==> src/rtl/keypad_scan_debounce.sv <==
// 4x4 keypad row scanner with a two-flop column synchroniser and press/release
// debouncing; presents a stable key code, a held flag and a one-cycle accept strobe.
module keypad_scan_debounce #(
   parameter int SCAN_DIV     = 1000,
   parameter int DEBOUNCE_CNT = 20
) (
   input  logic       clk,
   input  logic       rst,
   input  logic [3:0] col_n,
   output logic [3:0] row_n,
   output logic [3:0] key,
   output logic       pressed,
   output logic       key_valid
);
   localparam int DIV_W = (SCAN_DIV > 1) ? $clog2(SCAN_DIV) : 1;
   localparam int CNT_W = (DEBOUNCE_CNT > 1) ? $clog2(DEBOUNCE_CNT) : 1;
   localparam logic [DIV_W-1:0] DIV_LAST = DIV_W'(SCAN_DIV - 1);
   localparam logic [CNT_W-1:0] CNT_LAST = CNT_W'(DEBOUNCE_CNT - 1);

   // Indexed by {row, column}; row r is the zero bit of row_n.
   localparam logic [3:0] KEY_MAP [16] = '{
      4'h1, 4'h2, 4'h3, 4'hA,
      4'h4, 4'h5, 4'h6, 4'hB,
      4'h7, 4'h8, 4'h9, 4'hC,
      4'hF, 4'h0, 4'hE, 4'hD
   };

   typedef enum logic [1:0] {SCAN, PDEB, HELD, RDEB} state_t;

   state_t           state, state_nx;
   logic [3:0]       sync1, cs;
   logic [DIV_W-1:0] div, div_nx;
   logic [CNT_W-1:0] cnt, cnt_nx;
   logic [3:0]       row_nx, row_rot, cand, cand_nx, cpat, cpat_nx, key_nx;
   logic             pressed_nx, key_valid_nx;
   logic [1:0]       row_idx, col_idx;

   // NOTE: non-blocking assignments so every flop samples the pre-edge value of its source.
   always_ff @(posedge clk or posedge rst) begin
      if (rst) begin
         sync1 <= 4'b1111;
         cs    <= 4'b1111;
      end else begin
         sync1 <= col_n;
         cs    <= sync1;
      end
   end

   always_comb begin
      row_idx = 2'd0;
      col_idx = 2'd0;
      // Descending loops: the lowest-index zero is assigned last and wins.
      for (int i = 3; i >= 0; i--) begin
         if (!row_n[i]) row_idx = 2'(i);
         if (!cs[i])    col_idx = 2'(i);
      end
   end

   assign row_rot = {row_n[2:0], row_n[3]};

   always_comb begin
      // NOTE: every next-value signal gets a hold default first, so no branch can infer a latch.
      state_nx     = state;
      div_nx       = div;
      cnt_nx       = cnt;
      row_nx       = row_n;
      cand_nx      = cand;
      cpat_nx      = cpat;
      key_nx       = key;
      pressed_nx   = pressed;
      key_valid_nx = 1'b0;
      unique case (state)
         SCAN: begin
            if (div == DIV_LAST) begin
               div_nx = '0;
               if (cs != 4'b1111) begin
                  state_nx = PDEB;
                  cand_nx  = KEY_MAP[{row_idx, col_idx}];
                  cpat_nx  = cs;
                  cnt_nx   = '0;
               end else begin
                  row_nx = row_rot;
               end
            end else begin
               div_nx = div + 1'b1;
            end
         end
         PDEB: begin
            if (cs != cpat) begin
               state_nx = SCAN;
               cnt_nx   = '0;
               div_nx   = '0;
               row_nx   = row_rot;
            end else if (cnt == CNT_LAST) begin
               state_nx     = HELD;
               cnt_nx       = '0;
               key_nx       = cand;
               pressed_nx   = 1'b1;
               key_valid_nx = 1'b1;
            end else begin
               cnt_nx = cnt + 1'b1;
            end
         end
         HELD: begin
            if (cs == 4'b1111) begin
               state_nx = RDEB;
               cnt_nx   = '0;
            end
         end
         RDEB: begin
            // A column dropping low again is release bounce, not a new key.
            if (cs != 4'b1111) begin
               state_nx = HELD;
            end else if (cnt == CNT_LAST) begin
               state_nx   = SCAN;
               cnt_nx     = '0;
               div_nx     = '0;
               row_nx     = row_rot;
               pressed_nx = 1'b0;
            end else begin
               cnt_nx = cnt + 1'b1;
            end
         end
         default: state_nx = SCAN;
      endcase
   end

   always_ff @(posedge clk or posedge rst) begin
      if (rst) begin
         state     <= SCAN;
         div       <= '0;
         cnt       <= '0;
         row_n     <= 4'b1110;
         cand      <= 4'h0;
         cpat      <= 4'b1111;
         key       <= 4'h0;
         pressed   <= 1'b0;
         key_valid <= 1'b0;
      end else begin
         state     <= state_nx;
         div       <= div_nx;
         cnt       <= cnt_nx;
         row_n     <= row_nx;
         cand      <= cand_nx;
         cpat      <= cpat_nx;
         key       <= key_nx;
         pressed   <= pressed_nx;
         key_valid <= key_valid_nx;
      end
   end

endmodule

==> config.mk <==
export PLATFORM = sky130hd
export DESIGN_NAME = keypad_scan_debounce
export DESIGN_NICKNAME = d
export VERILOG_FILES = /design/src/rtl/keypad_scan_debounce.sv
export SDC_FILE = /design/constraint.sdc
export NUM_CORES = 1
export LEC_CHECK = 0
export ABC_AREA = 1
export CAP_MARGIN = 20
export CORE_MARGIN = 5
export CORE_UTILIZATION = 45
export DETAILED_ROUTE_END_ITERATION = 8
export PLACE_DENSITY = 0.63
export SYNTH_ARGS = -nofsm -noshare
export SYNTH_HDL_FRONTEND = slang
export SYNTH_SLANG_ARGS = --single-unit
==> constraint.sdc <==
create_clock -name clk -period 1.65 [get_ports clk]
set_input_delay 0.33 -clock clk [delete_from_list [all_inputs] [get_ports clk]]
set_output_delay 0.33 -clock clk [all_outputs]
set_load 0.01 [all_outputs]
Word level (Yosys, flattened, before mapping)
Memories as Yosys holds them, arrays and structs flattened. A register that Yosys moved wholly into a read port is not among the register bits.
Index checks and enable logic that the tools add are counted.
{"block": "word_totals", "reg_bits": 39, "rom_bits": 64, "output_inout_bits": 10, "elab_cells": 86, "memories": 1}
{"block": "classes", "addsub": 2, "n_eq_ne": 19, "n_mux": 42, "n_bitwise": 2, "reduce_logical": 10}
{"name": "(no name shown)", "words": 16, "width": 4, "read_ports": 1, "rd_ports_with_merged_regs": 1, "wr": 0, "line_no": "78", "text": "cand_nx = KEY_MAP[{row_idx, col_idx}];"}
{"operator": "$mux 10", "count": 4}
{"operator": "$mux 2", "count": 15}
{"operator": "$mux 5", "count": 6}
{"operator": "$pmux 10 s3", "count": 1}
{"operator": "$mux 4", "count": 5}
{"operator": "$pmux 5 s4", "count": 1}
{"operator": "$ne 2x2->1 const B", "count": 9}
{"operator": "$pmux 4 s3", "count": 1}
{"operator": "$add 10x1->10 const B", "count": 1}
{"operator": "$eq 10x10->1 const B", "count": 1}
{"operator": "$reduce_and 5->1", "count": 2}
{"operator": "$pmux 2 s4", "count": 1}
{"operator": "$reduce_and 4->1", "count": 2}
{"operator": "$mux 1", "count": 7}
{"operator": "$ne 3x3->1 const B", "count": 2}
{"operator": "$reduce_and 3->1", "count": 2}
{"operator": "$reduce_and 6->1", "count": 1}
{"operator": "$add 5x1->5 const B", "count": 1}
{"operator": "$eq 5x5->1 const B", "count": 1}
{"operator": "$not 4->5", "count": 1}
{"operator": "$eq 2x2->1 const B", "count": 2}
{"operator": "$eq 4x4->1 const B", "count": 1}
{"operator": "$ne 4x4->1", "count": 1}
{"operator": "$ne 4x4->1 const B", "count": 1}
{"operator": "other kinds (6)", "count": 6}

Depth between registers and ports, before layout
Gate-level depths: netlist of run 1.
{"block": "depth", "depth_word": 5, "ltp_mapped": 10}

Least setup slack after synthesis of run 1
OpenSTA, ideal clock, no wires.
{"block": "synth_timing", "path_kind": "register to register", "from": "reg cs[1]", "to": "reg cand[0]", "setup_ps": 118, "t_arrival_ps": 1537, "required_time_ps": 1532, "path_slack_ps": -5, "stages_incl_launch_ff": 9, "n_path_buf": 0, "period_less_slack_ps": 1655, "path_cell_list": "dfstp_2 -> nand2_1 -> nor2_1 -> inv_1 -> ha_1 -> nand2_1 -> nand2_1 -> a21oi_1 -> nor2_1"}
{"block": "synth_between", "elab_chain_len": 3, "word_cells_on_any_way": 5}
{"item": "start: declaration", "line_no": "31", "text": "logic [3:0] sync1, cs;"}
{"item": "start signal: assignment", "line_no": "45", "text": "cs <= sync1;"}
{"item": "parallel branches: the longest is 3 deep, another holds $ne 4x4->1"}
{"item": "end: declaration", "line_no": "34", "text": "logic [3:0] row_nx, row_rot, cand, cand_nx, cpat, cpat_nx, key_nx;"}
Parallel ways; which one is timed is not known.
A chain may end at the register's enable or synchronous reset.

Worst setup path after layout of run 1
{"block": "layout_timing", "from": "reg cs[0]", "to": "reg row_n[0]"}
{"block": "layout_between", "elab_chain_len": 3, "word_cells_on_any_way": 6}
{"item": "$ne 4x4->1 (on tied branches)", "line_no": "89, 76, 112"}
{"item": "$ne 2x2->1 (no line)"}
{"item": "$reduce_and 6->1 (no line) (*)"}
{"item": "end signal: assignment", "line_no": "143", "text": "row_n <= row_nx;"}
{"item": "end: declaration", "line_no": "10", "text": "output logic [3:0] row_n,"}
Every way passes the cells marked *; elsewhere a longest branch is shown, timed or not.

==> flow_summary.json, run 1 <==
{
  "outcome": "finished clean",
  "placed_standard_cell_area_um2": 2760,
  "power_per_cell_area_nw_per_um2": 607,
  "r2r_setup_slack_ps": 20,
  "vias": 2015,
  "maxCapViolations": 0,
  "ys_dominant_reg_cell": "sky130_fd_sc_hd__dfrtp_1",
  "rows": 27,
  "grt_first_pass_wirelength_um": 8290,
  "clock_tree.htree_level_count": 2,
  "first_pass_iters": 4,
  "gp_routability_congestion": 0.797,
  "mean_routed_wirelength_per_cell_um": 11.8,
  "netlist.top_cell.by_area": "sky130_fd_sc_hd__dfrtp_1",
  "worstMarginPinSlew_ps": 371,
  "critPathLaunchType": "register",
  "number_of_antenna_violations_at_the_first_check_in_global_routing": 0,
  "cell_types_with_the_largest_area_share_after_synthesis": "sky130_fd_sc_hd__dfrtp_1 29%, sky130_fd_sc_hd__dfstp_2 16%, sky130_fd_sc_hd__nand2_1 14%",
  "synth-edff-count": 0,
  "area_growth_syn_to_layout_pct": 23.4,
  "design.final.nets": 351,
  "final-max-slew-violation-count": 0,
  "worst_vdd_drop_v": 0.000371,
  "worst_skew_pair.late_latency_ps": 300,
  "worstHoldPathType": "register to register",
  "final.period_utilization": 0.990,
  "syn_avg_cell_area_um2": 8.27,
  "synthMostInstantiatedCell": "sky130_fd_sc_hd__nand2_1",
  "tritoncts_clock_tree": "yes",
  "cts.sinks": 43,
  "overflow_left_after_global_routing": 0,
  "netlist_area_before_placement_um2": 2460,
  "antenna-diode-count": 0,
  "instance_count_of_the_mapped_netlist": 297,
  "synth_commonest_cells": "92 x sky130_fd_sc_hd__nand2_1, 31 x sky130_fd_sc_hd__inv_1, 28 x sky130_fd_sc_hd__dfrtp_1, 21 x sky130_fd_sc_hd__nand3_1, 18 x sky130_fd_sc_hd__nor2_1",
  "drive_above_1_share": 0.299,
  "synthArstFlopShare": 1.00,
  "io_buffers": 15,
  "start_util": 0.454,
  "worst-setup-path-type": "register to register",
  "yosys_warnings": 0,
  "detail_route.iter0.violations": 87,
  "timing.final.setup_violations": 0,
  "critical_path_peak_fanout": 5,
  "finalSetupTns_ps": 0,
  "die_h_um": 83.9,
  "max_slew_margin": 0.752,
  "endpoint": "row_n[0]$_DFFE_PP0P_",
  "regToRegEndpoint": "row_n[0]$_DFFE_PP0P_",
  "final_design_area_no_fill_um2": 3030,
  "die_ar_um2": 7040,
  "critical_path.startpoint": "cs[0]$_DFF_PP1_",
  "floorplan.core_area_um2": 5410,
  "cp.arrival_ps": 1810,
  "rsz_0062_raised_after_global_routing": "yes",
  "worst_case_reg_to_reg_path_depth": 10,
  "seq_area_frac_synth": 0.446,
  "post-dp-hpwl_um": 3230,
  "yosys.cell_types.count": 31,
  "report.final.hold_viol_count": 0,
  "min_period_ps": 1630,
  "clock_skew_ps": 13.7,
  "max_clock_freq_mhz": 612,
  "horiz_die_dim_um": 83.9,
  "synth_nets": 311,
  "clock-root-buffer": "sky130_fd_sc_hd__clkbuf_8",
  "ant_nets": 0,
  "grt_usage": 0.140,
  "leakage_component_of_the_power_uw": 0.00142,
  "clockBufferDepth": 2,
  "drc": 0,
  "synth.ff_latch_count": 43,
  "grt_pass1_vias": 1872,
  "drt_wl_total_um": 4820,
  "cts-buffers-inserted": 5,
  "worst_ep_required_time_ps": 1830,
  "timing.critical_path.to_type": "register",
  "ioPinCount": 16,
  "maximum_number_of_pins_on_one_net_before_global_route_repair": 44,
  "worst_r2r_startpoint": "cs[0]$_DFF_PP1_",
  "synthDominantCellAreaShare": 0.285,
  "clk_pin_slew_worst_paths_ps": 70,
  "via_per_inst": 4.91
}
## state kept, by name, summed over array words and instances (netlist names), 4 cells and up
name and cells:
key 4, sync1 4, row_n 4, div 10, cpat 4, cand 4
cs 4, cnt 5
## stage by stage
step                      hold slack (ps)   util  setup slack [ps]  total power, µW  instances
after global placement                346  0.510             -35.7             1200        391
after detailed placement              349  0.510             -52.6             1200        391
after global routing                  364  0.561             -92.7             1950        410
after floorplan                       334      -              50.3             1150        297
final                                 358  0.561              17.0             1840        410
after CTS                             360  0.528              7.75             1860        401
## cell type report
| class | count | area (µm²) |
|---|---|---|
| clock buffers | 7 | 76.3 |
| well taps | 72 | 90.1 |
| multi-input cells | 217 | 1320 |
| fillers | 531 | 2370 |
| clock inverters | 1 | 5.00 |
| repair buffers | 36 | 320 |
| flip-flops and latches | 43 | 1090 |
| inverters | 34 | 128 |
## power breakdown
| part | leakage, µW | total, µW | internal, µW | switching, µW |
|---|---|---|---|---|
| registers | 0.000533 | 1080 | 1070 | 7.23 |
| logic | 0.000849 | 129 | 58.5 | 70.3 |
| clock network | 0.0000422 | 631 | 297 | 334 |
## worst max-delay path, stage by stage, from the launching register on
cell                      delay (ps)
sky130_fd_sc_hd__dfstp_2         560
sky130_fd_sc_hd__inv_2            60
sky130_fd_sc_hd__buf_6           110
sky130_fd_sc_hd__nand2_2          50
sky130_fd_sc_hd__nand2_2          60
sky130_fd_sc_hd__nor2_4          200
sky130_fd_sc_hd__nand3_4         170
sky130_fd_sc_hd__nand2_4         150
sky130_fd_sc_hd__nor2_4           60
sky130_fd_sc_hd__nand2_1          60
sky130_fd_sc_hd__nand2_1          50
## metal layers
metal	track usage	up-vias	wire, µm
met2	0.236	28	2340
met5	0	-	0
met4	0.0395	0	63
met1	0.182	944	2270
li1	-	1037	-
met3	0.0296	6	144
## timing repair
item | 4_1_cts | 5_1_grt
setup endpoints to repair | 7 | 31
resized for setup | 5 | 34
setup buffers | 2 | 8
pin swaps | 1 | 14
hold buffers | 0 | 0
cloned | 0 | 1
## how the worst min path moves through the flow
| stage | to | start | slack [ps] | cells after the start |
|---|---|---|---|---|
| 2_1_floorplan | sync1[0]$_DFF_PP1_ | col_n[0] | 330 | 0 |
| 3_3_place_gp | cs[1]$_DFF_PP1_ | sync1[1]$_DFF_PP1_ | 350 | 0 |
| 3_5_place_dp | cs[0]$_DFF_PP1_ | sync1[0]$_DFF_PP1_ | 350 | 0 |
| 4_1_cts | cs[0]$_DFF_PP1_ | sync1[0]$_DFF_PP1_ | 360 | 0 |
| 5_1_grt | cs[2]$_DFF_PP1_ | sync1[2]$_DFF_PP1_ | 360 | 0 |
| 6_report | cs[1]$_DFF_PP1_ | sync1[1]$_DFF_PP1_ | 360 | 0 |
## cell families (layout without fill, tap and decap cells)
logic type      after synthesis  after routing  share of synthesized area
flops                        43             43                      0.446
fa+ha+maj                     8              8                     0.0408
buf+inv                      38             78                     0.0677
compound gates               37             37                     0.0932
xor+xnor                      5              5                     0.0178
simple gates                166            167                      0.335
## placed cells by master, fill, tap and decap left out, drive strengths merged
| cell type | n |
|---|---|
| a21boi | 1 |
| a21oi | 5 |
| and2 | 1 |
| buf | 21 |
| clkbuf | 7 |
| clkdlybuf4s50 | 12 |
| clkinv | 2 |
| dfrtp | 28 |
| dfstp | 15 |
| dlygate4sd2 | 3 |
| ha | 8 |
| inv | 33 |
| nand2 | 102 |
| nand3 | 26 |
| nand3b | 1 |
| nand4 | 10 |
| nor2 | 26 |
| o21ai | 28 |
| o21bai | 3 |
| or2 | 1 |
| xnor2 | 2 |
| xor2 | 3 |
No activity file was read; power rests on OpenSTA's default activity.
==> run 2: changes to the inputs <==
Settings changed: CORE_ASPECT_RATIO set to 0.6, SKIP_LAST_GASP set to 1.
==> run 2 against run 1 <==
Compared with the run above:
- clock skew fell by 9.9 ps
- non-clock buffer count is 3 lower
- sequential share of layout area is essentially flat
- flip-flop and latch count did not move
- largest cell class unchanged
==> flow_summary.json, run 2 (synthesis results as in run 1) <==
{
  "pwr-share-comb": 0.063,
  "power_per_cell_area_nw_per_um2": 639,
  "timing.critical_path.to_type": "register",
  "area_growth_syn_to_layout_pct": 23.4,
  "final_design_area_no_fill_um2": 3030,
  "layout_commonest_cell": "sky130_fd_sc_hd__nand2_1",
  "min-delay-start": "sync1[3]$_DFF_PP1_",
  "finalSetupTns_ps": 0,
  "grt_pass1_vias": 1767,
  "post-dp-hpwl_um": 3550,
  "cp.arrival_ps": 1800,
  "final-max-slew-violation-count": 0,
  "critical_path_top_delay_cell": "sky130_fd_sc_hd__dfstp_2",
  "detail_route.iter0.violations": 84,
  "hold-path-cell-count": 0,
  "clock_skew_ps": 3.89,
  "drive_above_1_share": 0.296,
  "worst_ep_required_time_ps": 1830,
  "power.internal_uw": 1510,
  "worst-setup-path-type": "register to register",
  "clockBufferDepth": 2,
  "io_buffers": 15,
  "drt_wl_total_um": 5010,
  "multi_input_comb_area_um2": 1330,
  "max_slew_margin": 0.726,
  "clk_pin_slew_worst_paths_ps": 80,
  "crit_path_max_incr_delay_ps": 590,
  "maxCapViolations": 0,
  "min_period_ps": 1620,
  "critPathLaunchType": "register",
  "horiz_die_dim_um": 105,
  "report.final.hold_viol_count": 0,
  "worst_case_reg_to_reg_path_depth": 10,
  "via_per_inst": 4.88,
  "die_ar_um2": 7080,
  "grt_usage": 0.147,
  "first_pass_iters": 4,
  "drc": 0,
  "registers.top_by_ff_count": "div",
  "top_regs": "div (10), cnt (5)",
  "number_of_antenna_violations_at_the_first_check_in_global_routing": 0,
  "cts.sinks": 43,
  "most-common-layout-cells": "83 x sky130_fd_sc_hd__nand2_1, 28 x sky130_fd_sc_hd__dfrtp_1, 22 x sky130_fd_sc_hd__inv_1",
  "worstMarginPinSlew_ps": 410,
  "critical_path_peak_fanout": 5,
  "report.power.total_uw": 1940,
  "outcome": "finished clean",
  "path_cells": "buf_6 -> inv_2 -> nand2_2 -> nand2_2 -> nor2_4 -> nand3_4 -> nand2_4 -> nor2_4 -> nand2_1 -> nand2_1",
  "area.sequential_um2": 1090,
  "switching_share": 0.222,
  "design.final.nets": 348,
  "sequentialPowerShare": 0.558,
  "post_cts_hold_buffer_count": 0,
  "clock_tree.htree_level_count": 2,
  "final.period_utilization": 0.980,
  "ant_nets": 0,
  "whs_endpoint": "cs[3]$_DFF_PP1_",
  "regToRegEndpoint": "row_n[0]$_DFFE_PP0P_",
  "fill_cells": 473,
  "floorplan.core_area_um2": 5180,
  "clock-root-buffer": "sky130_fd_sc_hd__clkbuf_8",
  "p_clk_frac": 0.378,
  "ioPinCount": 16,
  "vias": 1956,
  "worst_r2r_startpoint": "cs[1]$_DFF_PP1_",
  "r2r_setup_slack_ps": 30,
  "gp_routability_congestion": 0.786,
  "largest_register_ff_count": 10,
  "maximum_number_of_pins_on_one_net_before_global_route_repair": 44,
  "leakage_component_of_the_power_uw": 0.00140,
  "grt_first_pass_wirelength_um": 8170,
  "net-switching-power_uw": 430,
  "start_util": 0.474,
  "rows": 20,
  "overflow_left_after_global_routing": 0,
  "cts-buffers-inserted": 5,
  "worstHoldPathType": "register to register",
  "max_clock_freq_mhz": 618,
  "placed_standard_cell_area_um2": 2760,
  "worst_vdd_drop_v": 0.000501,
  "rsz_0062_raised_after_global_routing": "yes",
  "tritoncts_clock_tree": "yes",
  "worst_skew_pair.late_latency_ps": 290,
  "timing.final.setup_violations": 0,
  "mean_routed_wirelength_per_cell_um": 12.5,
  "die_h_um": 67.2,
  "antenna-diode-count": 0
}
-- run 2: critical path: cells and delay by family (launching register included) --
kind	cells	cell delay [ps]
DFF	1	590
buffers and inverters	2	150
and+or+nand+nor	8	760
-- run 2: cell type report --
cell class / instances / area share
clock buffer: 8 / 0.0330
inverter: 34 / 0.0421
multi-input combinational: 217 / 0.437
sequential: 43 / 0.361
tap: 66 / 0.0272
timing repair buffer: 33 / 0.0995
-- run 2: worst max path at each step --
stage                    start                    to  slack (ps)  cells after the start
4_1_cts        cs[1]$_DFF_PP1_  row_n[3]$_DFFE_PP1P_           8                      9
3_3_place_gp   cs[2]$_DFF_PP1_   cand[3]$_DFFE_PP0P_          -2                      8
6_report       cs[1]$_DFF_PP1_  row_n[0]$_DFFE_PP0P_          30                     10
2_1_floorplan  cs[2]$_DFF_PP1_   cand[1]$_DFFE_PP0P_          50                      8
3_5_place_dp   cs[2]$_DFF_PP1_   cand[3]$_DFFE_PP0P_         -60                      8
5_1_grt        cs[2]$_DFF_PP1_   cand[2]$_DFFE_PP0P_         -60                      8
-- run 2: power groups by stage --
stage	Clock, µW	Combinational, µW	Sequential, µW
2_1_floorplan	0	58.3	1100
3_3_place_gp	0	99.9	1100
3_5_place_dp	0	101	1100
4_1_cts	764	104	1080
5_1_grt	814	137	1080
6_report	732	123	1080
-- run 2: timing repair --
item | 4_1_cts | 5_1_grt
hold endpoints to repair | 0 | 0
buffers inserted | 0 | 6
pin swaps | 1 | 14
endpoints found under the setup margin | 7 | 29
resized for setup | 5 | 38
cloned | 0 | 1
-- run 2: layer usage --
metal / wire length, µm / vias to the layer above / GRT usage / part of all wire
met3: 264 / 5 / 0.0382 / 0.053
met5: 0 / - / 0 / 0
met1: 2690 / 893 / 0.223 / 0.54
li1: - / 1023 / - / -
met4: 59 / 0 / 0.0491 / 0.012
met2: 2000 / 35 / 0.198 / 0.40
-- run 2: per-stage QoR --
| stage | setup slack (ps) | std cells | hold slack [ps] | utilization |
|---|---|---|---|---|
| after floorplan | 50.3 | 297 | 334 | - |
| after global placement | -2.36 | 386 | 348 | 0.532 |
| after detailed placement | -64.0 | 386 | 348 | 0.532 |
| after CTS | 7.67 | 394 | 358 | 0.552 |
| after global routing | -63.4 | 401 | 362 | 0.585 |
| final | 32.6 | 401 | 357 | 0.585 |
